### config.mk
export PLATFORM = sky130hd
export DESIGN_NAME = writeback_arbiter
export DESIGN_NICKNAME = d
export VERILOG_FILES = /design/src/rtl/writeback_arbiter.sv
export SDC_FILE = /design/constraint.sdc
export NUM_CORES = 1
export LEC_CHECK = 0
export CORE_ASPECT_RATIO = 2
export CORE_MARGIN = 2
export CORE_UTILIZATION = 54
export DETAILED_ROUTE_END_ITERATION = 10
export GPL_TIMING_DRIVEN = 0
export HOLD_SLACK_MARGIN = 0.05
export PLACE_DENSITY = 0.82
export SLEW_MARGIN = 40
export SYNTH_ARGS = -nofsm -noshare
export SYNTH_HDL_FRONTEND = slang
export SYNTH_SLANG_ARGS = --single-unit
### constraint.sdc
create_clock -name clk_i -period 4.14 [get_ports clk_i]
set_input_delay 0.828 -clock clk_i [delete_from_list [all_inputs] [get_ports clk_i]]
set_output_delay 0.828 -clock clk_i [all_outputs]
set_load 0.05 [all_outputs]
### src/rtl/writeback_arbiter.sv
// writeback_arbiter: register-file write port, ALU first, long-latency FIFO drains idle slots.
// Optional read bypass from the registered write port when WB_BYPASS_EN is defined.
module writeback_arbiter #(
  parameter int DEPTH = 4,
  parameter int XLEN  = 32
) (
  input  logic            clk_i,
  input  logic            rst_i,
  input  logic            alu_valid_i,
  input  logic [4:0]      alu_rd_i,
  input  logic [XLEN-1:0] alu_data_i,
  input  logic            ll_valid_i,
  output logic            ll_ready_o,
  input  logic [4:0]      ll_rd_i,
  input  logic [XLEN-1:0] ll_data_i,
  input  logic            issue_valid_i,
  input  logic [4:0]      issue_rd_i,
  output logic [31:0]     pending_o,
  output logic            RegWrite_o,
  output logic [4:0]      RDaddr_o,
  output logic [XLEN-1:0] RDdata_o,
  input  logic [4:0]      rs1_addr_i,
  input  logic [4:0]      rs2_addr_i,
  output logic            rs1_hit_o,
  output logic [XLEN-1:0] rs1_data_o,
  output logic            rs2_hit_o,
  output logic [XLEN-1:0] rs2_data_o
);

  localparam int AW = $clog2(DEPTH);
  localparam logic [AW:0] FULL = (AW+1)'(DEPTH);

  logic [4:0]      fifo_rd   [DEPTH];
  logic [XLEN-1:0] fifo_data [DEPTH];
  logic [AW-1:0]   wr_ptr;
  logic [AW-1:0]   rd_ptr;
  logic [AW:0]     count;
  logic            alu_sel;
  logic            deq;
  logic            enq;
  logic [4:0]      head_rd;
  logic [XLEN-1:0] head_data;
  logic [31:0]     pend_d;

  assign alu_sel    = alu_valid_i && (alu_rd_i != 5'd0);
  assign deq        = !alu_sel && (count != '0);
  assign ll_ready_o = !rst_i && (count < FULL);
  // rd=0 results complete the handshake but are dropped
  assign enq        = ll_valid_i && ll_ready_o && (ll_rd_i != 5'd0);
  assign head_rd    = fifo_rd[rd_ptr];
  assign head_data  = fifo_data[rd_ptr];

  always_ff @(posedge clk_i) begin
    if (enq) begin
      fifo_rd[wr_ptr]   <= ll_rd_i;
      fifo_data[wr_ptr] <= ll_data_i;
    end
  end

  always_ff @(posedge clk_i or posedge rst_i) begin
    if (rst_i) begin
      wr_ptr <= '0;
      rd_ptr <= '0;
      count  <= '0;
    end else begin
      if (enq) wr_ptr <= wr_ptr + 1'b1;
      if (deq) rd_ptr <= rd_ptr + 1'b1;
      if (enq && !deq) count <= count + 1'b1;
      else if (deq && !enq) count <= count - 1'b1;
    end
  end

  always_ff @(posedge clk_i or posedge rst_i) begin
    if (rst_i) begin
      RegWrite_o <= 1'b0;
      RDaddr_o   <= '0;
      RDdata_o   <= '0;
    end else if (alu_sel) begin
      RegWrite_o <= 1'b1;
      RDaddr_o   <= alu_rd_i;
      RDdata_o   <= alu_data_i;
    end else if (deq) begin
      RegWrite_o <= 1'b1;
      RDaddr_o   <= head_rd;
      RDdata_o   <= head_data;
    end else begin
      RegWrite_o <= 1'b0;
    end
  end

  // set is applied after clear so a same-cycle issue wins
  always_comb begin
    pend_d = pending_o;
    if (deq) pend_d[head_rd] = 1'b0;
    if (issue_valid_i) pend_d[issue_rd_i] = 1'b1;
    pend_d[0] = 1'b0;
  end

  always_ff @(posedge clk_i or posedge rst_i) begin
    if (rst_i) pending_o <= '0;
    else       pending_o <= pend_d;
  end

`ifdef WB_BYPASS_EN
  assign rs1_hit_o  = RegWrite_o && (RDaddr_o != 5'd0)
                   && (rs1_addr_i == RDaddr_o);
  assign rs2_hit_o  = RegWrite_o && (RDaddr_o != 5'd0)
                   && (rs2_addr_i == RDaddr_o);
  assign rs1_data_o = rs1_hit_o ? RDdata_o : '0;
  assign rs2_data_o = rs2_hit_o ? RDdata_o : '0;
`else
  logic unused_rs;
  assign unused_rs  = ^{rs1_addr_i, rs2_addr_i};
  assign rs1_hit_o  = 1'b0;
  assign rs2_hit_o  = 1'b0;
  assign rs1_data_o = '0;
  assign rs2_data_o = '0;
`endif

endmodule

==> results.yml <==
logic_synthesis:
  synthTopCellsByArea: "edfxtp_1, dfrtp_1, mux4_2, buf_4, mux2i_1"
  ys_types: 42
  syn_avg_cell_area_um2: 14.86
  synth_edf_count: 148
  yosys_most_used_dff: "edfxtp_1"
  synthesis.area_um2: 9542
  ys_async_sr_fraction_pct: 33.93
  synthTopCellsByCount: "edfxtp_1, nor2_1, dfrtp_1"
  synth_cells: 642
  yosysSeqAreaShare_pct: 66.51
  yosys_warnings: 0
  ys_ff_latch: 224
  synth.most_common_cell: "edfxtp_1"
  yosysTopAreaCell: "edfxtp_1"
  synth_top_cell_area_share_pct: 46.58
critical_path:
  critPathCapture: "ll_ready_o"
  r2r_start: "count[0]"
  cp_top_family: "buffers and inverters"
  r2r_setup_slack_ns: 1.67
  worstPathBufferInverterCount: 2
  critical_path.max_fanout: 2
  worstPathArrival_ns: 2.29
  cp.depth: 3
  worst_ep_required_time_ns: 3.31
  path_class: "primary input to output pin"
  endpoint_kind: "output pin"
  path_common_cell: "clkdlybuf4s50_1"
  cp-start-kind: "primary input"
  cp_cell_sequence: "clkdlybuf4s50_1, nor2_1, clkdlybuf4s50_1"
  r2r_end: "count[2]"
  critPathSlowestCell: "clkdlybuf4s50_1"
  critPathMaxStageDelay_ns: 0.82
  crit_path_start: "rst_i"
  r2r_cells: 9
cts:
  postCtsHoldBufs: 0
  clockBufferDepth: 3
  cts_resized: 0
  postCtsSetupRepairBufs: 0
  clkTransAtPathRegs_ns: 0.07
  root_buffer: "clkbuf_16"
  clock_latency_ns: 0.48
  cts_num_sinks: 224
  cts_buffers: 19
  htree_levels: 1
  cts_tree: "yes"
timing:
  relSlewSlack_pct: 40.97
  holdWs_ns: 0.4930
  hold_violations: 0
  setup_violations: 0
  min_period_ns: 3.121
  rsz0062_at_grt: "false"
  slew_viol_final: 0
  skew_ns: 0.01011
  fmax_mhz: 320.4
  tightestPinTransition_ns: 0.8815
  finalCritPeriodShare_pct: 75.39
final_layout:
  layout-drive-gt1-share_pct: 18.69
  final_cell_area_um2: 12280
  nets: 987
  n_antenna_cell: 0
  area.growth.synth_to_final_pct: 28.74
detailed_routing:
  drtIter0Drc: 298
  firstDrtPassIters: 5
  wl_per_cell_um: 19.69
  vias: 5926
  drt_wl_total_um: 21840
  drtAntennaViolNets: 0
  vias_per_cell: 5.344
  drcViolationCount: 0
power_and_ir_drop:
  ir_drop_v: 0.0004455
  powerDensity_nw_per_um2: 685.1
  leakage_nw: 4.848
global_routing:
  grt_antenna_before_repair: 0
  grt_max_degree: 58
  met3_usage_pct: 3.384
  top_usage_layer: "met2"
  grt_util_all_layers_pct: 22.72
  grt_pass1_vias: 6118
  met1_usage_pct: 23.50
  grt_pass1_wl_um: 32730
  grt_remaining_overflow: 0
  grt_use_met2_pct: 44.99
die:
  die-width_um: 98.00
  ioPinCount: 231
  rows: 68
  dieArea_um2: 18810
  coreArea_um2: 17270
  initial_core_util_pct: 55.24
  dieHeight_um: 192.0
min_path:
  hold_depth: 1
  hp-class: "flop to flop"
run:
  maxCapViolCount: 0
placement:
  hpwl_um: 15940
  place.gp.congestion: 0.8894
  dpl-instance-area_um2: 11710
  portBuffers: 153
outcome:
  status: "completed"
how the worst min path moves through the flow:
stage,slack [ns],end,startpoint
CTS,0.50,count[2],count[2]
detailed placement,0.49,count[2],count[2]
finish,0.49,count[2],count[2]
floorplan,0.46,count[2],count[2]
global route,0.52,count[2],count[2]
global placement,0.49,pending_o[23],pending_o[23]
cells by family after synthesis:
kind of cell / Yosys count / synth area share, %
flops: 224 / 66.51
other cells: 1 / 0.03930
mux: 76 / 12.86
compound gates: 79 / 4.629
buf+inv: 97 / 6.779
fa+ha+maj: 6 / 0.8655
simple gates: 153 / 7.763
xor+xnor: 6 / 0.5507
area by class of cell:
type / instances / area (µm²)
multi-input cells: 387 / 2806
repair buffers: 158 / 1647
well taps: 210 / 262.8
flip-flops and latches: 224 / 6346
plain buffers: 92 / 628.1
clock inverters: 6 / 35.03
inverters: 5 / 23.77
clock buffers: 27 / 535.5
fillers: 1187 / 4987
power breakdown:
group | leakage (nW) | switching [mW] | internal, mW
registers | 2.22 | 0.227 | 2.83
clock network | 0.279 | 0.739 | 0.904
logic | 2.35 | 2.29 | 1.42
per-stage QoR:
stage / setup WS, ns / TNS (ns) / utilization [%] / total power, mW / cells
2_1_floorplan: 0.7969 / 0 / - / 5.652 / 708
3_3_place_gp: -0.1358 / -9.235 / 67.07 / 6.727 / 1071
3_5_place_dp: 0.7940 / 0 / 67.82 / 6.820 / 1076
4_1_cts: 1.006 / 0 / 71.12 / 8.477 / 1109
5_1_grt: 0.9671 / 0 / 71.12 / 8.781 / 1109
6_report: 1.019 / 0 / 71.12 / 8.416 / 1109
state kept, by name, summed over array words and instances, names as in the netlist:
register    count
rd_ptr          2
fifo_rd        20
RDdata_o       32
RDaddr_o        5
wr_ptr          2
count           3
fifo_data     128
pending_o      31
RegWrite_o      1
layout by cell type, fill, tap and decap left out, types with 3 or more instances in the layout:
| cell | instances |
|---|---|
| a21oi_1 | 54 |
| a31oi_1 | 13 |
| and2_4 | 4 |
| buf_1 | 6 |
| buf_12 | 3 |
| buf_2 | 13 |
| buf_4 | 67 |
| clkbuf_1 | 9 |
| clkbuf_16 | 19 |
| clkbuf_8 | 3 |
| clkdlybuf4s50_1 | 153 |
| clkinv_2 | 3 |
| conb_1 | 67 |
| dfrtp_1 | 76 |
| edfxtp_1 | 148 |
| ha_1 | 5 |
| inv_1 | 3 |
| mux2_2 | 3 |
| mux2i_1 | 36 |
| mux4_2 | 37 |
| nand2_1 | 4 |
| nand3_1 | 4 |
| nand3b_1 | 7 |
| nor2_1 | 96 |
| nor2b_1 | 8 |
| nor3_1 | 10 |
| nor3b_1 | 5 |
| o21ai_0 | 4 |
| or3b_2 | 4 |
| xnor2_1 | 4 |
layer usage:
layer / part of all wire (%) / vias up
li1: - / 2727
met3: 5.3 / 53
met4: 3.9 / 0
met5: 0 / -
met2: 58 / 233
met1: 33 / 2913
Power figures use the tool's default switching activity.
